<file path="src/rtl/fp_sub_result_stage.sv">
`default_nettype none
// ============================================================================
// Module      : fp_sub_result_stage
// Description : Registered result stage behind a combinational fp32
//               subtractor. It captures operands and the raw difference,
//               overrides IEEE-754 special cases and exponent underflow,
//               and queues the finished results in an in-order FIFO.
// Revision    : 1.0 - initial release
// ============================================================================
module fp_sub_result_stage #(
  parameter int          DEPTH = 4,
  parameter logic [31:0] QNAN  = 32'h7FC00000
) (
  input  logic        clk,
  input  logic        rst,
  input  logic        in_valid,
  output logic        in_ready,
  input  logic [31:0] a,
  input  logic [31:0] b,
  input  logic [31:0] raw_result,
  output logic        out_valid,
  input  logic        out_ready,
  output logic [31:0] result,
  output logic [3:0]  flags
);

  localparam int PTR_W   = $clog2(DEPTH);
  localparam int CNT_W   = PTR_W + 1;
  localparam int ENTRY_W = 36;

  // Occupancy needs one spare bit so count + s1_v can never wrap.
  localparam logic [CNT_W:0] C_DEPTH_OCC = (CNT_W + 1)'(DEPTH);

  // Flag bit positions inside the 4-bit flags word.
  localparam int F_NAN  = 3;
  localparam int F_INF  = 2;
  localparam int F_ZERO = 1;
  localparam int F_UNF  = 0;

  // Stage-1 capture register.
  logic        s1_v_q,   s1_v_d;
  logic [31:0] s1_a_q,   s1_a_d;
  logic [31:0] s1_b_q,   s1_b_d;
  logic [31:0] s1_raw_q, s1_raw_d;

  // Output FIFO state.
  logic [PTR_W-1:0]   wr_ptr_q, wr_ptr_d;
  logic [PTR_W-1:0]   rd_ptr_q, rd_ptr_d;
  logic [CNT_W-1:0]   count_q,  count_d;
  logic [ENTRY_W-1:0] mem_q [DEPTH];
  logic [ENTRY_W-1:0] mem_d [DEPTH];

  // Handshake and classification wires.
  logic           w_accept;
  logic           w_push;
  logic           w_pop;
  logic [CNT_W:0] w_occupancy;
  logic [31:0]    w_cls_result;
  logic [3:0]     w_cls_flags;

  // Operand field decode for the stage-1 contents.
  logic [7:0]  w_ea, w_eb, w_er, w_emax;
  logic [22:0] w_fa, w_fb;
  logic        w_a_nan, w_b_nan, w_a_inf, w_b_inf, w_a_flz, w_b_flz;

  // Handshake: the stage may accept whenever a slot is free now or is being
  // freed by a pop this cycle; stage 1 always drains into the FIFO next edge
  // because occupancy never exceeds DEPTH.
  always_comb begin
    w_occupancy = (CNT_W + 1)'(count_q) + (CNT_W + 1)'(s1_v_q);
    out_valid   = (count_q != '0);
    w_pop       = out_valid && out_ready;
    in_ready    = !rst && ((w_occupancy < C_DEPTH_OCC) || w_pop);
    w_accept    = in_valid && in_ready;
    w_push      = s1_v_q;
  end

  // Field decode of the captured operands and raw difference.
  always_comb begin
    w_ea    = s1_a_q[30:23];
    w_eb    = s1_b_q[30:23];
    w_er    = s1_raw_q[30:23];
    w_fa    = s1_a_q[22:0];
    w_fb    = s1_b_q[22:0];
    w_emax  = (w_ea > w_eb) ? w_ea : w_eb;
    w_a_nan = (w_ea == 8'hFF) && (w_fa != '0);
    w_b_nan = (w_eb == 8'hFF) && (w_fb != '0);
    w_a_inf = (w_ea == 8'hFF) && (w_fa == '0);
    w_b_inf = (w_eb == 8'hFF) && (w_fb == '0);
    w_a_flz = (w_ea == 8'h00);
    w_b_flz = (w_eb == 8'h00);
  end

  // Special-case override in priority order; denormals are flushed to zero
  // and a raw exponent above both inputs means the subtractor's normaliser
  // wrapped below zero, so it is reported as underflow.
  always_comb begin
    w_cls_result = s1_raw_q;
    w_cls_flags  = 4'b0000;
    if (w_a_nan || w_b_nan) begin
      w_cls_result       = QNAN;
      w_cls_flags[F_NAN] = 1'b1;
    end else if (w_a_inf && w_b_inf) begin
      w_cls_result       = QNAN;
      w_cls_flags[F_NAN] = 1'b1;
    end else if (w_a_inf) begin
      w_cls_result       = s1_a_q;
      w_cls_flags[F_INF] = 1'b1;
    end else if (w_b_inf) begin
      w_cls_result       = {~s1_b_q[31], s1_b_q[30:0]};
      w_cls_flags[F_INF] = 1'b1;
    end else if (w_a_flz && w_b_flz) begin
      w_cls_result        = 32'h00000000;
      w_cls_flags[F_ZERO] = 1'b1;
    end else if (w_b_flz) begin
      w_cls_result = s1_a_q;
    end else if (w_a_flz) begin
      w_cls_result = {~s1_b_q[31], s1_b_q[30:0]};
    end else if (s1_a_q[30:0] == s1_b_q[30:0]) begin
      w_cls_result        = 32'h00000000;
      w_cls_flags[F_ZERO] = 1'b1;
    end else if ((w_er == 8'h00) || (w_er > w_emax)) begin
      w_cls_result        = 32'h00000000;
      w_cls_flags[F_ZERO] = 1'b1;
      w_cls_flags[F_UNF]  = 1'b1;
    end
  end

  // Stage-1 next state: capture on accept, otherwise empty after the drain.
  always_comb begin
    s1_v_d   = w_accept;
    s1_a_d   = s1_a_q;
    s1_b_d   = s1_b_q;
    s1_raw_d = s1_raw_q;
    if (w_accept) begin
      s1_a_d   = a;
      s1_b_d   = b;
      s1_raw_d = raw_result;
    end
  end

  // FIFO next state: write classified entry, advance pointers, track count.
  always_comb begin
    mem_d    = mem_q;
    wr_ptr_d = wr_ptr_q;
    rd_ptr_d = rd_ptr_q;
    count_d  = count_q;
    if (w_push) begin
      mem_d[wr_ptr_q] = {w_cls_flags, w_cls_result};
      wr_ptr_d        = wr_ptr_q + PTR_W'(1);
    end
    if (w_pop) begin
      rd_ptr_d = rd_ptr_q + PTR_W'(1);
    end
    case ({w_push, w_pop})
      2'b10:   count_d = count_q + CNT_W'(1);
      2'b01:   count_d = count_q - CNT_W'(1);
      default: count_d = count_q;
    endcase
  end

  // Head presentation; outputs read zero whenever the FIFO is empty.
  always_comb begin
    result = 32'h00000000;
    flags  = 4'b0000;
    if (out_valid) begin
      result = mem_q[rd_ptr_q][31:0];
      flags  = mem_q[rd_ptr_q][35:32];
    end
  end

  // State register for stage 1 and the FIFO, cleared synchronously.
  always_ff @(posedge clk) begin
    if (rst) begin
      s1_v_q   <= 1'b0;
      s1_a_q   <= '0;
      s1_b_q   <= '0;
      s1_raw_q <= '0;
      wr_ptr_q <= '0;
      rd_ptr_q <= '0;
      count_q  <= '0;
      for (int i = 0; i < DEPTH; i++) begin
        mem_q[i] <= '0;
      end
    end else begin
      s1_v_q   <= s1_v_d;
      s1_a_q   <= s1_a_d;
      s1_b_q   <= s1_b_d;
      s1_raw_q <= s1_raw_d;
      wr_ptr_q <= wr_ptr_d;
      rd_ptr_q <= rd_ptr_d;
      count_q  <= count_d;
      for (int i = 0; i < DEPTH; i++) begin
        mem_q[i] <= mem_d[i];
      end
    end
  end

endmodule
`default_nettype wire

</file>
<file path="config.mk">
export PLATFORM = sky130hd
export DESIGN_NAME = fp_sub_result_stage
export DESIGN_NICKNAME = d
export VERILOG_FILES = /design/src/rtl/fp_sub_result_stage.sv
export SDC_FILE = /design/constraint.sdc
export NUM_CORES = 1
export LEC_CHECK = 0
export ABC_AREA = 1
export ABC_CLOCK_PERIOD_IN_PS = 4000
export CAP_MARGIN = 20
export CELL_PAD_IN_SITES_DETAIL_PLACEMENT = 0
export CELL_PAD_IN_SITES_GLOBAL_PLACEMENT = 1
export CORE_UTILIZATION = 43
export CTS_BUF_LIST = sky130_fd_sc_hd__clkbuf_8
export DETAILED_ROUTE_END_ITERATION = 6
export GPL_ROUTABILITY_DRIVEN = 0
export GPL_TIMING_DRIVEN = 0
export HOLD_SLACK_MARGIN = 0.03
export PLACE_DENSITY_LB_ADDON = 0.1
export SYNTH_ARGS = -nofsm -noshare
export SYNTH_HDL_FRONTEND = slang
export SYNTH_SLANG_ARGS = --single-unit
</file>
<file path="constraint.sdc">
create_clock -name clk -period 4 [get_ports clk]
set_input_delay 0.4 -clock clk [delete_from_list [all_inputs] [get_ports clk]]
set_output_delay 0.4 -clock clk [all_outputs]
set_load 0.05 [all_outputs]
</file>
* Yosys cells after proc, flatten, opt, wreduce, memory -nomap -nowiden *
Index checks and enable logic that the tools add are counted.

storage, ports and cells
  bits in registers = 248
  input port bits = 100
  logic and storage cells = 87

operators by class
  add/subtract/negate cells = 5
  magnitude comparators = 6
  equal/unequal tests = 5
  muxes and demuxes = 34
  bitwise logic cells = 3
  reductions and logical operators = 23

operator list
  kind                 number
  $mux 32              10
  $bwmux 144           1
  $mux 36              3
  $bmux 36 s2          1
  $demux 36 s2         1
  $logic_not 23->1     2
  $reduce_bool 23->1   2
  $eq 31x31->1         1
  $logic_not 8->1      3
  $eq 8x8->1 const B   2
  $gt 8x8->1           2
  $logic_and 1x1->1    10
  $mux 2               5
  $mux 1               8
  $mux 8               1
  $ge 3x3->1 const B   2
  $mux 3               2
  $not 2->3            2
  $pmux 3 s2           1
  $add 2x1->2 const B  2
  $add 3x1->4          1
  $lt 4x3->1 const B   1
  $mux 4               1
  $add 3x1->3 const B  1
  other kinds (9)      11

* Logic depth before layout (Yosys ltp) *
Gate-level depths: netlist of run 1.

  depth after elaboration = 14
  mapped depth = 27
  depth with buffers taken out = 27

* Least setup slack after synthesis of run 1 *
Ideal clock, no wire load.

  kind = register to register
  from = register s1_b_q[26]
  to = register mem_q[109] (netlist name)
  library setup time = 0.071 ns
  arrival = 3.193 ns
  data required time = 3.929 ns
  slack = 0.737 ns
  stages on the path, launching flop included = 21
  path buffers = 2
  cells stage by stage = dfxtp_1 inv_1 ha_1 a21oi_1 o21ai_0 a21o_1 a21oi_1 o21ai_0 nand2_1 clkbuf_1 o21ai_0 ha_1 nand2_1 nor2_2 nand4_1 a21oi_4 nand2_2 nand2_4 buf_6 nand4_2 a21oi_1

on the way
  longest elaborated chain between the ends = 14
  elaborated cells on any way between the ends = 22

ends and longest elaborated chain
  item                           line  RTL
  start, declared                43    logic [31:0] s1_b_q, s1_b_d;
  start signal, assigned         177   s1_b_q <= '0;
  start signal, assigned         188   s1_b_q <= s1_b_d;
  $gt 8x8->1                     85    w_emax = (w_ea > w_eb) ? w_ea : w_eb;
  $mux 8                         85
  $gt 8x8->1                     122   end else if ((w_er == 8'h00) || (w_er > w_emax)) begin
  $logic_or 1x1->1               122
  $mux 32                        122
  $mux 32                        119   end else if (s1_a_q[30:0] == s1_b_q[30:0]) begin
  $mux 32                        117   end else if (w_a_flz) begin
  $mux 32                        115   end else if (w_b_flz) begin
  $mux 32                        112   end else if (w_a_flz && w_b_flz) begin
  $mux 32                        109   end else if (w_b_inf) begin
  $mux 32                        106   end else if (w_a_inf) begin
  $mux 32                        103   end else if (w_a_inf && w_b_inf) begin
  $mux 32 *                      100   if (w_a_nan || w_b_nan) begin
  $bwmux 144 *                   149   mem_d[wr_ptr_q] = {w_cls_flags, w_cls_result};
  end signal, assigned by index  194   mem_q[i] <= mem_d[i];
  end, declared                  50    logic [ENTRY_W-1:0] mem_q [DEPTH];

Mark *: on every way between the ends. The rest lies on a longest branch, timed or not.
A chain may end at the register's enable or synchronous reset.

* Worst setup path in the final report of run 1 *
  from = register rd_ptr_q[1]
  to = output result[3]

on the way
  longest elaborated chain between the ends = 5

ends and longest elaborated chain
  item                             line  RTL
  start, declared                  48    logic [PTR_W-1:0] rd_ptr_q, rd_ptr_d;
  start signal, assigned           191   rd_ptr_q <= rd_ptr_d;
  $not 2->3 (implied by the code)  167   result = mem_q[rd_ptr_q][31:0];
  $bmux 36 s2                      167
  $mux 36 (2 in series)            --
  $mux 32                          166   if (out_valid) begin
  end, declared                    23    output logic [31:0] result,

Every way passes these cells. The select of a mux whose other input is x is not followed.

==> impl_metrics.sql, run 1 <==
INSERT INTO impl_metrics (metric_group, metric, value, unit) VALUES
('worst_setup_path', 'timing.critical_path.arrival', '3.52', 'ns'),
('synth', 'synthesis.area', '12200', 'um^2'),
('sta', 'post-route-min-period', '3.92', 'ns'),
('die', 'dieArea', '28900', 'um^2'),
('worst_setup_path', 'worst_path_dominant_cell_family', 'buffers and inverters', ''),
('power', 'totalPowerFinal', '8820', 'uW'),
('sta', 'min_period_over_period', '98.0', '%'),
('routing', 'wl_met3', '2220', 'um'),
('power', 'total_leakage_power', '0.00599', 'uW'),
('layout', 'most-common-layout-cells', 'sky130_fd_sc_hd__dfxtp_1, sky130_fd_sc_hd__nor2_1, sky130_fd_sc_hd__o21ai_0', ''),
('clock_tree', 'tritoncts', 'built', ''),
('sta', 'maxSlewHeadroom', '47.9', '%'),
('clock_tree', 'clkLatencyLatePin', '0.58', 'ns'),
('worst_setup_path', 'crit_buf_inv', '4', ''),
('sta', 'max_slew.worst_pin.slew', '0.780', 'ns'),
('run_status', 'status', 'finished, final reports clean', ''),
('synth', 'synth_seq_cells', '248', ''),
('synth', 'number_of_instances_in_the_synthesized_netlist', '1645', ''),
('synth', 'synthesis.yosys.warnings', '0', ''),
('place', 'dpl.hpwl', '30000', 'um'),
('power', 'sw_share', '42.2', '%'),
('layout', 'finalNetCount', '1953', ''),
('power', 'internal_power', '5100', 'uW'),
('worst_setup_path', 'cp-endpoint', 'result[3]', ''),
('clock_tree', 'worst_setup_hold_path_clk_slew', '0.07', 'ns'),
('routing', 'route.detailed.drc', '0', ''),
('layout', 'layout.cells.most_common', 'sky130_fd_sc_hd__dfxtp_1', ''),
('sta', 'rsz_0062_raised_after_global_routing', 'true', ''),
('synth', 'synthFlopType', 'sky130_fd_sc_hd__dfxtp_1', ''),
('die', 'core_area', '27800', 'um^2'),
('die', 'ioPinCount', '138', ''),
('sta', 'setup_violations', '0', ''),
('clock_tree', 'cts.root.buffer_cell', 'sky130_fd_sc_hd__clkbuf_8', ''),
('sta', 'setup_slack', '0.0800', 'ns'),
('die', 'initial_core_util', '43.7', '%'),
('place', 'dp_slack', '0.0313', 'ns'),
('worst_setup_path', 'worstReg2RegStart', 's1_b_q[24]$_SDFFE_PP0P_', ''),
('layout', 'layout-drive-gt1-share', '9.84', '%'),
('worst_setup_path', 'critical-path-max-stage-delay', '0.86', 'ns'),
('clock_tree', 'cts.sinks', '248', ''),
('hold_path', 'worstHoldPathType', 'input pin to flip-flop', ''),
('synth', 'seq_area_frac_synth', '40.9', '%'),
('global_routing', 'total_congestion_overflow_after_global_routing', '0', ''),
('power', 'power_frac_seq', '32.1', '%'),
('routing', 'drt_pass1_iterations', '5', ''),
('clock_tree', 'postCtsHoldBufs', '0', ''),
('routing', 'postRouteAntennaNets', '0', ''),
('sta', 'timing_max_transition_violations_final', '0', ''),
('worst_setup_path', 'crit_path_start', 'rd_ptr_q[1]$_SDFFE_PP0P_', ''),
('worst_setup_path', 'critical_path.cell_chain', 'inv_1, clkbuf_1, clkbuf_1, nor2_1, o21ai_0, a21oi_1, clkdlybuf4s50_1', ''),
('worst_setup_path', 'timing.critical_path.slowest_stage_cell', 'sky130_fd_sc_hd__clkdlybuf4s50_1', ''),
('worst_setup_path', 'worst-path-max-fanout', '10', ''),
('worst_setup_path', 'critPathCaptureType', 'output pin', ''),
('worst_setup_path', 'cell_mode_on_critical_path', 'sky130_fd_sc_hd__clkbuf_1', ''),
('worst_setup_path', 'worstReg2RegEnd', 'mem_q[88]$_SDFFE_PP0P_', ''),
('worst_setup_path', 'path_depth', '7', ''),
('place', 'placed_area', '14000', 'um^2'),
('routing', 'met1_length', '19500', 'um'),
('worst_setup_path', 'path_class', 'flip-flop to output pin', ''),
('synth', 'postSynthNetCount', '1768', ''),
('routing', 'dr.max_layer_used', 'met4', ''),
('worst_setup_path', 'startpoint_type_of_the_worst_setup_path', 'flip-flop', ''),
('place', 'place.port_buffers', '136', ''),
('power', 'peakVddDrop', '0.374', 'mV'),
('hold_path', 'hold_start', 'raw_result[26]', ''),
('synth', 'synth_area_per_cell', '7.39', 'um^2'),
('layout', 'fillCellCount', '2804', ''),
('clock_tree', 'ctsHtreeMaxLevel', '2', ''),
('power', 'portion_of_total_power_attributed_to_the_clock_network', '26.7', '%'),
('global_routing', 'number_of_global_route_vias_before_repair', '11600', ''),
('sta', 'timing.clock.skew', '0.0417', 'ns');
==> logic make-up (layout without fill, tap and decap cells) <==
family | count (synthesis) | after routing | synth area share (%)
simple gates | 566 | 566 | 21.7
compound gates | 541 | 541 | 25.4
buf+inv | 260 | 474 | 9.01
flops | 248 | 248 | 40.9
fa+ha+maj | 23 | 23 | 2.43
xor+xnor | 7 | 7 | 0.505
==> per-stage QoR <==
step           hold slack, ns  utilization (%)
2_1_floorplan           0.445                -
6_report                0.394             54.0
5_1_grt                 0.405             54.0
4_1_cts                 0.372             53.5
3_3_place_gp            0.464             50.3
3_5_place_dp            0.465             50.3
==> synth_stat cells (all sizes together) (4+ instances only) <==
cell,instances,share of area [%]
o22ai,5,0.26
nor3,4,0.30
inv,138,4.3
o221ai,20,1.6
xnor2,4,0.29
nor2,257,8.5
dfxtp,248,41
clkbuf,84,2.6
nand2,230,7.4
o31ai,93,5.7
nand3,23,0.99
nand4,50,4.4
o21ai,239,9.8
ha,22,2.3
a21oi,180,7.8
buf,35,2.0
==> state kept, by name, indices dropped and copies added, names as in the netlist <==
name and count:
count_q 3, mem_q 144, rd_ptr_q 2, s1_a_q 32, s1_b_q 32, s1_raw_q 32, s1_v_q 1, wr_ptr_q 2
==> cell type report <==
type | count | area (um^2) | share of cell area [%]
repair buffers | 138 | 1380 | 9.21
inverters | 141 | 532 | 3.55
well taps | 378 | 473 | 3.15
clock inverters | 20 | 91.3 | 0.609
clock buffers | 57 | 785 | 5.23
plain buffers | 118 | 571 | 3.80
flip-flops and latches | 248 | 4960 | 33.1
multi-input cells | 1137 | 6200 | 41.3
==> worst min-delay path by stage <==
stage                                      endpoint  slack, ns  depth (start not counted)
after floorplan            s1_raw_q[0]$_SDFFE_PP0P_       0.44                          2
after global placement     s1_raw_q[0]$_SDFFE_PP0P_       0.46                          2
after global routing        s1_b_q[28]$_SDFFE_PP0P_       0.41                          3
after CTS                 s1_raw_q[26]$_SDFFE_PP0P_       0.37                          3
final                     s1_raw_q[26]$_SDFFE_PP0P_       0.39                          3
after detailed placement   s1_raw_q[0]$_SDFFE_PP0P_       0.46                          2
==> worst reg2reg max path, cell delays in order, from the launching register on <==
cell	delay [ns]
sky130_fd_sc_hd__dfxtp_1	0.34
sky130_fd_sc_hd__inv_2	0.08
sky130_fd_sc_hd__ha_1	0.28
sky130_fd_sc_hd__inv_1	0.05
sky130_fd_sc_hd__nor2_1	0.08
sky130_fd_sc_hd__nor2_1	0.04
sky130_fd_sc_hd__o21ai_0	0.17
sky130_fd_sc_hd__a21o_1	0.14
sky130_fd_sc_hd__a21oi_1	0.06
sky130_fd_sc_hd__o21ai_1	0.15
sky130_fd_sc_hd__nand2_2	0.13
sky130_fd_sc_hd__clkbuf_4	0.21
sky130_fd_sc_hd__nand2_1	0.06
sky130_fd_sc_hd__o21ai_0	0.07
sky130_fd_sc_hd__ha_1	0.30
sky130_fd_sc_hd__a21o_1	0.18
sky130_fd_sc_hd__nor2_1	0.12
sky130_fd_sc_hd__nand2_1	0.10
sky130_fd_sc_hd__a21oi_4	0.27
sky130_fd_sc_hd__nand2_2	0.15
sky130_fd_sc_hd__nand2_8	0.13
sky130_fd_sc_hd__buf_8	0.19
sky130_fd_sc_hd__nand4_2	0.21
sky130_fd_sc_hd__a21oi_1	0.17
==> routing by layer <==
metal / up-vias / global-route usage [%]
met5: - / 0
met4: 0 / 7.87
met3: 63 / 3.60
met2: 366 / 45.3
met1: 5735 / 40.4
li1: 5966 / -
==> power groups by stage <==
stage	Combinational (uW)	Sequential, uW	Clock (uW)
after global routing	3950	2850	2520
final	3630	2830	2360
after floorplan	2340	2840	0
after global placement	3480	2870	0
after CTS	3500	2830	2400
after detailed placement	3490	2870	0
==> timing repair <==
item / CTS / global route
setup buffers: 0 / 2
setup endpoints to repair: 6 / 134
gates resized for setup: 0 / 28
pin swaps: 0 / 2
No activity file was read; power rests on OpenSTA's default activity.
==> run 2: changes to the inputs <==
SLEW_MARGIN = 30   (was not set)
==> results of run 2 <==
Same layout as run 1: the final DEF is identical, and so are final timing and power.
